--- src/rtl/hybrid_cache_pkg.sv ---
// hybrid_cache_pkg: shared arbiter state encoding and burst-length default
package hybrid_cache_pkg;
  typedef enum logic [1:0] {IDLE, GRANT, DRAIN} arb_state_e;
  localparam int BURSTLEN_DEF = 16;
endpackage

--- src/rtl/hybrid_cache_rrpick.sv ---
// hybrid_cache_rrpick: combinational round-robin picker, first requester at or after i_ptr wins
module hybrid_cache_rrpick #(
  parameter int N  = 4,
  parameter int IW = (N > 1) ? $clog2(N) : 1
) (
  input  logic [N-1:0]  i_req,
  input  logic [IW-1:0] i_ptr,
  output logic [N-1:0]  o_onehot,
  output logic [IW-1:0] o_idx
);
  logic          w_found;
  logic [IW-1:0] w_c;
  always_comb begin
    w_found = 1'b0;
    w_c     = '0;
    o_idx   = '0;
    for (int k = 0; k < N; k++) begin
      w_c = IW'((int'(i_ptr) + k) % N);
      if (!w_found && i_req[w_c]) begin
        w_found = 1'b1;
        o_idx   = w_c;
      end
    end
    o_onehot = w_found ? N'(1) << o_idx : '0;
  end
endmodule

--- src/rtl/hybrid_cache_memarb.sv ---
// hybrid_cache_memarb: round-robin arbiter sharing one memory port among NLINES cache lines.
// Define HYBRID_CACHE_MEMARB_STATS_EN to add per-line saturating grant counters on arb_grant_cnt.
module hybrid_cache_memarb
  import hybrid_cache_pkg::*;
#(
  parameter int NLINES   = 4,
  parameter int ADDRBITS = 32,
  parameter int DATABITS = 32,
  parameter int BURSTLEN = BURSTLEN_DEF
) (
  input  logic                         clk,
  input  logic                         reset,
  input  logic [NLINES*ADDRBITS-1:0]   line_mem_addr,
  input  logic [NLINES*DATABITS-1:0]   line_mem_in,
  input  logic [NLINES-1:0]            line_mem_rdreq,
  input  logic [NLINES-1:0]            line_mem_wrreq,
  output logic [NLINES-1:0]            line_mem_out_valid,
  output logic [NLINES-1:0]            line_pause,
  output logic [DATABITS-1:0]          line_mem_out,
  output logic [ADDRBITS-1:0]          mem_addr,
  output logic [DATABITS-1:0]          mem_in,
  output logic                         mem_rdreq,
  output logic                         mem_wrreq,
  input  logic [DATABITS-1:0]          mem_out,
  input  logic                         mem_out_valid
`ifdef HYBRID_CACHE_MEMARB_STATS_EN
  , output logic [NLINES*16-1:0]       arb_grant_cnt
`endif
);
  localparam int IW = (NLINES > 1) ? $clog2(NLINES) : 1;
  localparam int CW = $clog2(BURSTLEN + 1);
  localparam logic [IW-1:0] LAST = IW'(NLINES - 1);
  arb_state_e        r_state;
  logic [IW-1:0]     r_gnt_idx, r_rr_ptr, r_rd_tag, w_pick_idx;
  logic [CW-1:0]     r_beat_cnt;
  logic              r_rd_tag_valid, w_any, w_grant, w_g_req, w_beat, w_exit;
  logic [NLINES-1:0] w_pick_onehot;

  hybrid_cache_rrpick #(.N(NLINES), .IW(IW)) u_pick (
    .i_req    (line_mem_rdreq | line_mem_wrreq),
    .i_ptr    (r_rr_ptr),
    .o_onehot (w_pick_onehot),
    .o_idx    (w_pick_idx)
  );

  // Outputs are gated by reset so the reset cycle itself is already quiet
  assign w_any        = |w_pick_onehot;
  assign w_grant      = !reset && r_state == GRANT;
  assign w_g_req      = line_mem_rdreq[r_gnt_idx] | line_mem_wrreq[r_gnt_idx];
  assign w_beat       = w_grant && w_g_req;
  assign w_exit       = !w_g_req || r_beat_cnt == CW'(BURSTLEN - 1);
  assign mem_addr     = line_mem_addr[r_gnt_idx*ADDRBITS +: ADDRBITS];
  assign mem_in       = line_mem_in[r_gnt_idx*DATABITS +: DATABITS];
  assign mem_rdreq    = w_grant && line_mem_rdreq[r_gnt_idx];
  assign mem_wrreq    = w_grant && line_mem_wrreq[r_gnt_idx];
  assign line_pause   = w_grant ? ~(NLINES'(1) << r_gnt_idx) : '1;
  assign line_mem_out = mem_out;

  always_comb begin
    line_mem_out_valid = '0;
    if (!reset && mem_out_valid && r_rd_tag_valid) line_mem_out_valid[r_rd_tag] = 1'b1;
  end

  always_ff @(posedge clk)
    if (reset) begin
      r_state        <= IDLE;
      r_gnt_idx      <= '0;
      r_rr_ptr       <= '0;
      r_beat_cnt     <= '0;
      r_rd_tag       <= '0;
      r_rd_tag_valid <= 1'b0;
    end else begin
      r_rd_tag_valid <= mem_rdreq && !mem_wrreq;
      if (mem_rdreq) r_rd_tag <= r_gnt_idx;
      case (r_state)
        IDLE: if (w_any) begin
          r_gnt_idx  <= w_pick_idx;
          r_beat_cnt <= '0;
          r_state    <= GRANT;
        end
        GRANT: begin
          if (w_beat && r_beat_cnt != CW'(BURSTLEN)) r_beat_cnt <= r_beat_cnt + 1'b1;
          if (w_exit) begin
            r_state  <= DRAIN;
            r_rr_ptr <= r_gnt_idx == LAST ? '0 : r_gnt_idx + 1'b1;
          end
        end
        default: r_state <= IDLE;
      endcase
    end

`ifdef HYBRID_CACHE_MEMARB_STATS_EN
  logic [NLINES*16-1:0] r_grant_cnt;
  always_ff @(posedge clk)
    for (int i = 0; i < NLINES; i++)
      if (reset) r_grant_cnt[i*16 +: 16] <= '0;
      else if (r_state == IDLE && w_pick_onehot[i] && r_grant_cnt[i*16 +: 16] != 16'hFFFF)
        r_grant_cnt[i*16 +: 16] <= r_grant_cnt[i*16 +: 16] + 1'b1;
  assign arb_grant_cnt = r_grant_cnt;
`endif
endmodule

--- config.mk ---
export PLATFORM = sky130hd
export DESIGN_NAME = hybrid_cache_memarb
export DESIGN_NICKNAME = d
export VERILOG_FILES = /design/src/rtl/hybrid_cache_pkg.sv /design/src/rtl/hybrid_cache_rrpick.sv /design/src/rtl/hybrid_cache_memarb.sv
export SDC_FILE = /design/constraint.sdc
export NUM_CORES = 1
export LEC_CHECK = 0
export BUFFER_PORTS_ARGS = -buffer_cell sky130_fd_sc_hd__buf_2
export CAP_MARGIN = 5
export CORE_AREA = 2 2 157 159
export CTS_BUF_LIST = sky130_fd_sc_hd__clkbuf_4 sky130_fd_sc_hd__clkbuf_8
export CTS_CLUSTER_DIAMETER = 200
export DETAILED_ROUTE_END_ITERATION = 10
export DIE_AREA = 0 0 159 161
export GPL_TIMING_DRIVEN = 0
export PLACE_DENSITY = 0.46
export SLEW_MARGIN = 5
export SYNTH_ARGS = -nofsm -noshare
export SYNTH_HDL_FRONTEND = slang
export SYNTH_SLANG_ARGS = --single-unit
--- constraint.sdc ---
create_clock -name clk -period 3.7 [get_ports clk]
set_clock_uncertainty 0.05 [all_clocks]
set_input_delay 0.185 -clock clk [delete_from_list [all_inputs] [get_ports clk]]
set_output_delay 0.185 -clock clk [all_outputs]
set_load 0.01 [all_outputs]
==> metrics.yaml, run 1 <==
yosys_most_used_dff: "dfxtp_1"
die-area_um2: 25600
period_minus_slack_ns: 2.93
drt_iter0_drc: 253
drive_above_1_share_pct: 81.7
worstMarginPinSlew_ns: 0.725
synthTopCellsByCount: "mux4_2 (66), buf_4 (32), dfxtp_1 (14)"
routed_wl_um: 16800
numCtsBuffers: 3
required_ns: 3.46
rsz0062_at_grt: "no"
portBuffers: 372
grt_max_degree: 11
grt_pass1_wl_um: 22900
grt_antenna_before_repair: 3
grt_usage_pct: 11.9
fin_util_pct: 20.6
cts_tree: "built"
fmax_ghz: 0.341
synth_edf_count: 0
yosys-top-cells-area: "mux4_2 (57%), dfxtp_1 (11%), buf_4 (9.2%), ha_1 (3.4%), nor2_1 (1.9%)"
grt_overflow_total: 0
finalSetupViolations: 0
cts_resized: 0
synth_nets: 521
p_leak_nw: 2.33
maxCapViolCount: 0
finalCritPeriodShare_pct: 79.2
crit_path_cell_trace: "clkbuf_1, clkbuf_1, clkbuf_1, mux4_2, buf_2"
ant_nets: 0
fin_cells: 916
clk_latency_ns: 0.24
synth_area_um2: 2610
post-place-ws_ns: 0.946
fp.dieW_um: 159
placed_cell_area_um2: 4880
slew_viol_final: 0
critPathArrivalTime_ns: 2.69
fin_ws_ns: 0.770
cp_max_fo: 10
cp_num_buf_inv: 4
multi_input_area_um2: 1980
ctsHoldBuffers: 0
crit_type: "reg2out"
crit_top_cell: "clkbuf_1"
fillers: 2693
worstHoldPathType: "in2reg"
crit_family: "buffers and inverters"
place.gp.congestion: 0.873
netlist.area_leader.share_pct: 56.9
vdd_ir_drop_max_v: 0.0000908
fp-row-count: 57
final-seq-area_um2: 280
grt_pass1_vias: 3494
cts_root_buffer: "clkbuf_8"
setup_tns_ns: 0
dpl.hpwl_um: 15200
dieHeight_um: 161
clkTransAtPathRegs_ns: 0.06
slowest_stage: "clkbuf_1"
syn_inst: 215
ys_async_sr_fraction_pct: 0
powerDensity_nw_per_um2: 176
fin_nets: 898
cts_buffer_depth: 2
synth_warnings: 0
power_uw: 866
post-cts-setup-buffers: 0
synth_top_cell_by_area: "mux4_2"
synth_cell_types: 34
hold_viol: 0
via_per_inst: 3.89
num_io_pins: 405
fp.coreArea_um2: 24000
startpoint_type: "register"
avgSynthCellArea_um2: 12.2
status: "completed"
max_stage_delay_ns: 0.57
dr_total_vias: 3564
endpoint_kind: "output pin"
cts_sinks: 14
cts_htree_levels: 1
relSlewSlack_pct: 51.7
synth_seq_area_share_pct: 10.7
dp.cells: 911
wire_per_inst_um: 18.3
final_area_um2: 4930
firstDrtPassIters: 4
start_util_pct: 10.9
hold-worst-slack_ns: 0.244
yosysMostFrequentCell: "mux4_2"
synth_seq_cells: 14
drcViolationCount: 0
area_delta_synth_final_pct: 88.5
## worst min-delay path, stage by stage
cell and delay [ns]:
buf_2 0.13, nand3b_1 0.11, o21ai_0 0.06
## placed cells by master, fill, tap and decap left out, types with 3 or more instances in the layout
| cell type | instances |
|---|---|
| a21oi_1 | 9 |
| buf_2 | 378 |
| buf_4 | 32 |
| clkbuf_1 | 10 |
| clkbuf_8 | 3 |
| dfxtp_1 | 14 |
| ha_1 | 7 |
| inv_1 | 9 |
| mux4_2 | 66 |
| nand2_1 | 11 |
| nand2b_1 | 3 |
| nor2_1 | 13 |
| nor3_1 | 3 |
| nor4_1 | 3 |
| o21ai_0 | 5 |
## layer usage
metal	up-vias	share of wire, %	track usage [%]
met1	1733	44	16.3
met3	14	7.2	2.67
met4	2	1.4	2.56
li1	1602	-	-
met5	-	0.060	0
met2	213	47	19.2
## layout make-up
type | instances | area share (%)
antenna | 2 | 0.102
buffer | 49 | 6.48
clock buffer | 3 | 0.838
inverter | 9 | 0.686
multi-input combinational | 143 | 40.2
sequential | 14 | 5.69
tap | 324 | 8.23
timing repair buffer | 372 | 37.8
## flip-flops by register name, summed over array words and instances (netlist names)
signal / flops
r_state: 2
r_rr_ptr: 2
r_rd_tag: 2
r_gnt_idx: 2
r_rd_tag_valid: 1
r_beat_cnt: 5
## worst paths after layout
| path | start | to | slack [ns] | cells after the start |
|---|---|---|---|---|
| min reg2reg | r_rr_ptr[0]$_SDFFE_PP0P_ | r_rr_ptr[0]$_SDFFE_PP0P_ | 0.48 | 2 |
| max reg2reg | r_gnt_idx[1]$_SDFFE_PP0P_ | r_rr_ptr[1]$_SDFFE_PP0P_ | 1.12 | 7 |
| max | r_gnt_idx[1]$_SDFFE_PP0P_ | mem_addr[8] | 0.77 | 5 |
| min | reset | r_rd_tag[0]$_SDFFE_PP0N_ | 0.24 | 3 |
## power breakdown
group,leakage [nW],internal [mW],switching (mW),total (mW)
clock,0.0216,0.0719,0.0519,0.124
combinational,2.20,0.318,0.261,0.579
sequential,0.114,0.157,0.00604,0.163
## logic make-up after synthesis
group | count (synthesis) | synth area share [%]
and+or+nand+nor | 43 | 8.09
muxes | 69 | 58.1
AOI/OAI and AO/OA | 24 | 6.27
adders and majority gates | 7 | 3.35
buffers and inverters | 58 | 13.5
DFF | 14 | 10.7
Power figures use the tool's default switching activity.
==> run 2: changes to the inputs <==
CORE_AREA = 2 2 158 160   (was 2 2 157 159)
DIE_AREA = 0 0 160 162   (was 0 0 159 161)
PLACE_DENSITY = 0.45   (was 0.46)
clock period = 3 ns   (was 3.7 ns; I/O delays follow)
==> metrics.yaml, run 2 (synthesis results as in run 1) <==
grt_overflow_total: 0  # unchanged
via_per_inst: 3.82  # -1.8%
reg2reg_from: "r_gnt_idx[1]$_SDFFE_PP0P_"
clockPowerShare_pct: 14.5  # +0.2 points
period_minus_slack_ns: 2.60
area_delta_synth_final_pct: 88.7
largest_register: "r_beat_cnt"
p_sw_uw: 382  # +20%
grt_pass1_vias: 3489  # -0.14%
die-area_um2: 25900  # +1.3%
reg2reg_depth: 7  # unchanged
drive_above_1_share_pct: 82.0  # +0.34 points
wire_per_inst_um: 17.7  # -3.5%
endpoint_kind: "output pin"
cts_root_buffer: "clkbuf_8"
dr_total_vias: 3504  # -1.7%
route.met2.wl_um: 8460  # +7.4%
wl_met1_um: 6210  # -16%
cts_tree: "built"
largest_reg_flops: 5  # unchanged
hold_path_depth: 3  # unchanged
p_int_uw: 674  # +23%
combPwrFrac_pct: 66.5  # -0.4 points
dp.cells: 911  # unchanged
numCtsBuffers: 3  # unchanged
setup_tns_ns: 0  # unchanged
vdd_ir_drop_max_v: 0.000114  # +26%
drt_iter0_drc: 194  # -23%
rsz0062_at_grt: "no"
required_ns: 2.80  # -0.66 ns
met3_length_um: 1300  # +6.9%
fp.coreArea_um2: 24100  # +0.60%
fin_ws_ns: 0.404  # -0.366 ns
dpl.hpwl_um: 14700  # -3.2%
layout_commonest_cell: "buf_2"
critPathArrivalTime_ns: 2.40  # -0.29 ns
ant_nets: 0  # unchanged
relSlewSlack_pct: 49.7  # -2.0 points
clk_latency_ns: 0.24  # about the same
cts_htree_levels: 1  # unchanged
startpoint: "r_gnt_idx[1]$_SDFFE_PP0P_"
worstHoldPathType: "in2reg"
cts_sinks: 14  # unchanged
grt_max_degree: 11  # unchanged
finalSetupViolations: 0  # unchanged
power_mw: 1.06  # +22%
grt_antenna_before_repair: 3  # unchanged
slew_viol_final: 0  # unchanged
powerDensity_nw_per_um2: 214  # +22%
grt_pass1_wl_um: 21900  # -4.3%
fin_util_pct: 20.5  # -0.10 points
num_io_pins: 405  # unchanged
maxCapViolCount: 0  # unchanged
min_from: "reset"
p_leak_nw: 2.34  # +0.29%
portBuffers: 372  # unchanged
fmax_ghz: 0.385
place.gp.congestion: 0.819  # -6.2%
post-place-ws_ns: 0.220  # -0.726 ns
fp.dieW_um: 160  # +0.63%
hold_viol: 0  # unchanged
start_util_pct: 10.8  # -0.065 points
crit_type: "reg2out"
ctsHoldBuffers: 0  # unchanged
startpoint_type: "register"
worstMarginPinSlew_ns: 0.755  # +0.0301 ns
cts_buffer_depth: 2  # unchanged
status: "completed"
fin_cells: 917  # +0.11%
swShare_pct: 36.2  # -0.69 points
cp_max_fo: 10  # unchanged
dieHeight_um: 162  # +0.62%
fin_nets: 898  # unchanged
firstDrtPassIters: 4  # unchanged
clkTransAtPathRegs_ns: 0.06  # about the same
routed_wl_um: 16200  # -3.4%
finalCritPeriodShare_pct: 86.5
mostFrequentLayoutCells: "buf_2 (378), mux4_2 (66), buf_4 (32)"
p_seq_share_pct: 19.0  # +0.2 points
top_layer: "met5"
grt_usage_pct: 11.2  # -0.73 points
fp-row-count: 57  # unchanged
drcViolationCount: 0  # unchanged
-- run 2: changes by cell type in the layout (fill, tap and decap cells not counted) --
cell | previous run | this run
clkbuf_2 | 0 | 2
diode_2 | 2 | 3
clkbuf_1 | 10 | 8
-- run 2: area by class of cell --
| cell class | instances | area (µm²) |
|---|---|---|
| well taps | 324 | 405 |
| fillers | 2744 | 19200 |
| plain buffers | 49 | 322 |
| inverters | 9 | 33.8 |
| diodes | 3 | 7.51 |
| clock buffers | 3 | 41.3 |
| repair buffers | 372 | 1860 |
| multi-input cells | 143 | 1980 |
| flip-flops and latches | 14 | 280 |
-- run 2: per-stage QoR --
step,hold WS (ns),area (µm²)
detailed placement,0.434,4880
CTS,0.212,4920
global route,0.252,4930
global placement,0.435,4880
finish,0.211,4930
floorplan,0.290,2610
-- run 2: critical path, cell delays in order, from the launching register on --
cell,delay (ns)
dfxtp_1,0.36
clkbuf_1,0.38
clkbuf_2,0.35
clkbuf_1,0.46
mux4_2,0.42
buf_2,0.17
-- run 2: power groups by stage --
stage	Combinational, mW	Clock [mW]	Sequential (mW)
2_1_floorplan	0.352	0	0.203
3_3_place_gp	0.709	0	0.205
3_5_place_dp	0.714	0	0.205
4_1_cts	0.718	0.160	0.201
5_1_grt	0.755	0.165	0.202
6_report	0.702	0.153	0.201
-- run 2: repair_timing --
item                       4_1_cts  5_1_grt
gates resized for setup          0        4
setup buffers                    0        0
setup endpoints to repair        0       18
-- run 2: path summary, 6_finish.rpt --
path | end | slack, ns
setup / recovery | mem_addr[23] | 0.40
hold / removal | r_rd_tag[0]$_SDFFE_PP0N_ | 0.21
setup reg to reg | r_rr_ptr[1]$_SDFFE_PP0P_ | 0.79
hold reg to reg | r_rr_ptr[0]$_SDFFE_PP0P_ | 0.47
-- run 2: layer usage --
metal  up-vias  track usage (%)
met5         -                0
met2       184             20.2
li1       1604                -
met3        10             2.66
met4         2             2.54
met1      1704             13.4
==> run 3: changes to the inputs <==
--- a/config.mk
+++ b/config.mk
@@ -9,3 +9,3 @@
 export CAP_MARGIN = 5
-export CORE_AREA = 2 2 158 160
+export CORE_AREA = 2 2 159 161
 export CTS_BUF_LIST = sky130_fd_sc_hd__clkbuf_4 sky130_fd_sc_hd__clkbuf_8
@@ -13,5 +13,5 @@
 export DETAILED_ROUTE_END_ITERATION = 10
-export DIE_AREA = 0 0 160 162
+export DIE_AREA = 0 0 161 163
 export GPL_TIMING_DRIVEN = 0
-export PLACE_DENSITY = 0.45
+export PLACE_DENSITY = 0.46
 export SLEW_MARGIN = 5
@@ -19,2 +19,3 @@
 export SYNTH_HDL_FRONTEND = slang
+export SYNTH_HIERARCHICAL = 1
 export SYNTH_SLANG_ARGS = --single-unit
--- a/constraint.sdc
+++ b/constraint.sdc
@@ -4,2 +4,2 @@
 set_output_delay 0.15 -clock clk [all_outputs]
-set_load 0.01 [all_outputs]
+set_load 0.005 [all_outputs]
==> metrics.yaml, run 3 <==
status: "completed"
slowest_stage: "dfxtp_1"
portBuffers: 372  # unchanged
maxCapViolCount: 0  # unchanged
fin_ws_ns: 0.271  # -0.133 ns
grt_pass1_wl_um: 25300  # +15%
cts_root_buffer: "clkbuf_8"
cts_buffer_depth: 2  # unchanged
post-place-ws_ns: 0.0648  # -0.156 ns
crit_type: "reg2out"
layout_commonest_cell: "buf_2"
hold_path_depth: 4  # +1
r2r_end: "r_rr_ptr[1]$_SDFFE_PP0P_"
grt.busiest_layer: "met2"
finalCritPeriodShare_pct: 91.0  # +4.4 points
largest_reg_flops: 5  # unchanged
synth_seq_cells: 14  # unchanged
use_met2_pct: 19.7  # -0.51 points
cts_sinks: 14  # unchanged
clkTransAtPathRegs_ns: 0.06  # about the same
mostFrequentLayoutCells: "buf_2 (379), mux4_2 (66), buf_4 (33)"
max_stage_delay_ns: 0.66  # +0.20 ns
worstMarginPinSlew_ns: 0.853  # +0.0983 ns
ys_async_sr_fraction_pct: 0  # unchanged
min_from: "reset"
routed_wl_um: 19600  # +21%
period_minus_slack_ns: 2.73  # +0.133 ns
area_delta_synth_final_pct: 84.3
synth_seq_area_share_pct: 10.2  # -0.55 points
required_ns: 2.80  # about the same
ant_nets: 0  # unchanged
reg2reg_from: "r_gnt_idx[1]$_SDFFE_PP0P_"
final-seq-area_um2: 280  # unchanged
critPathArrivalTime_ns: 2.53  # +0.13 ns
synth_top_cell_by_area: "mux4_2"
use_met1_pct: 17.5  # +4.1 points
synth_edf_count: 0  # unchanged
clk_latency_ns: 0.24  # about the same
use_met3_pct: 7.69  # +5.0 points
dieHeight_um: 163  # +0.62%
placed_cell_area_um2: 5030  # +3.1%
finalSetupViolations: 0  # unchanged
power_mw: 1.25  # +18%
startpoint_type: "register"
firstDrtPassIters: 6  # +2
multi_input_area_um2: 2110  # +6.5%
fp-row-count: 58  # +1.8%
fin_util_pct: 20.6  # +0.12 points
drcViolationCount: 0  # unchanged
cp_num_buf_inv: 3  # -1
die-area_um2: 26200  # +1.2%
hold_viol: 0  # unchanged
num_io_pins: 405  # unchanged
grt_max_degree: 11  # unchanged
cts_tree: "built"
drt_iter0_drc: 158  # -19%
hold-path-endpoint: "r_state[0]$_SDFFE_PP0P_"
netlist.area_leader.share_pct: 54.0  # -2.9 points
numCtsBuffers: 3  # unchanged
yosys_most_used_dff: "dfxtp_1"
fin_nets: 919  # +2.3%
yosysMostFrequentCell: "mux4_2"
syn_inst: 236  # +9.8%
drive_above_1_share_pct: 80.7  # -1.3 points
dpl.hpwl_um: 17800  # +21%
p_leak_nw: 2.41  # +3.1%
fillers: 2753  # +0.33%
fp.coreArea_um2: 24700  # +2.4%
synth_nets: 542  # +4.0%
synth_cell_types: 39  # +15%
reg2reg_depth: 6  # -1
avgSynthCellArea_um2: 11.7  # -4.0%
grt_antenna_before_repair: 6  # +3
synth_warnings: 6  # +6
wire_per_inst_um: 20.8  # +18%
largest_register: "r_beat_cnt"
r2r_slack_ns: 0.35  # -0.44 ns
via_per_inst: 3.89  # +1.8%
crit_family: "buffers and inverters"
grt_pass1_vias: 3641  # +4.4%
synth_area_um2: 2760  # +5.4%
powerDensity_nw_per_um2: 246  # +15%
worstHoldPathType: "in2reg"
hold-worst-slack_ns: 0.305  # +0.0936 ns
final_area_um2: 5080  # +2.9%
grt_usage_pct: 13.4  # +2.3 points
setup_tns_ns: 0  # unchanged
fp.dieW_um: 161  # +0.63%
place.gp.congestion: 0.817  # -0.21%
crit_path_cell_trace: "clkbuf_2, buf_1, mux4_2, buf_2"
start_util_pct: 11.2  # +0.32 points
fin_cells: 943  # +2.8%
dp.cells: 938  # +3.0%
relSlewSlack_pct: 43.1  # -6.6 points
grt_overflow_total: 0  # unchanged
rsz0062_at_grt: "no"
ctsHoldBuffers: 0  # unchanged
yosys-top-cells-area: "mux4_2 (54%), dfxtp_1 (10%), buf_4 (9.0%), ha_1 (3.2%), o21ai_0 (1.8%)"
vdd_ir_drop_max_v: 0.0000793  # -31%
cp_max_fo: 10  # unchanged
slew_viol_final: 0  # unchanged
synthTopCellsByCount: "mux4_2 (66), buf_4 (33), dfxtp_1 (14)"
fmax_ghz: 0.366  # -4.9%
cts_htree_levels: 1  # unchanged
endpoint_kind: "output pin"
dr_total_vias: 3668  # +4.7%
[run 3: cell count changes after synthesis, sizes merged, moves of 3 or more]
| cell | before | now |
|---|---|---|
| o211ai | 0 | 3 |
| buf | 39 | 42 |
| or2 | 0 | 5 |
| o21ai | 6 | 12 |
| nor4 | 3 | 0 |
| nand3 | 1 | 4 |
[run 3: how the worst max path moves through the flow]
stage	cells past startpoint	end	slack, ns	startpoint
2_1_floorplan	6	r_rr_ptr[1]$_SDFFE_PP0P_	0.99	r_gnt_idx[1]$_SDFFE_PP0P_
3_3_place_gp	6	r_rr_ptr[1]$_SDFFE_PP0P_	0.04	r_gnt_idx[1]$_SDFFE_PP0P_
3_5_place_dp	6	r_rr_ptr[1]$_SDFFE_PP0P_	0.06	r_gnt_idx[1]$_SDFFE_PP0P_
4_1_cts	4	mem_in[1]	0.19	r_gnt_idx[1]$_SDFFE_PP0P_
5_1_grt	4	mem_in[1]	0.12	r_gnt_idx[1]$_SDFFE_PP0P_
6_report	4	mem_in[1]	0.27	r_gnt_idx[1]$_SDFFE_PP0P_
[run 3: worst reg2reg max path: cells and delay by family, from the launching register on]
kind / cells / cell delay (ns)
buffers and inverters: 3 / 1.06
DFF: 1 / 0.66
adders and majority gates: 1 / 0.31
AOI/OAI and AO/OA: 1 / 0.13
and+or+nand+nor: 1 / 0.37
[run 3: kinds of logic after synthesis]
family	Yosys count	synth area share, %
mux	68	54.7
buf+inv	60	13.3
simple gates	55	11.1
compound gates	32	7.63
flops	14	10.2
fa+ha+maj	7	3.18
[run 3: layer usage]
layer | up-vias | routed length, µm
met5 | - | 47
met4 | 8 | 100
met3 | 14 | 2720
met2 | 200 | 8590
met1 | 1770 | 8160
li1 | 1676 | -
[run 3: repair_timing]
action / in CTS / in global routing
buffers inserted: 0 / 0
endpoints found under the setup margin: 5 / 0
resized for setup: 1 / 0
[run 3: cell type report]
cell class | count | area share (%)
tap | 330 | 8.13
timing repair buffer | 372 | 36.7
inverter | 10 | 0.739
buffer | 50 | 6.48
sequential | 14 | 5.52
antenna | 2 | 0.0986
clock buffer | 3 | 0.813
multi-input combinational | 162 | 41.5
[run 3: power breakdown]
part | switching [mW] | internal, mW | leakage [nW]
Combinational | 0.392 | 0.479 | 2.28
Sequential | 0.0165 | 0.199 | 0.114
Clock | 0.0709 | 0.0889 | 0.0216
Total | 0.480 | 0.767 | 2.41
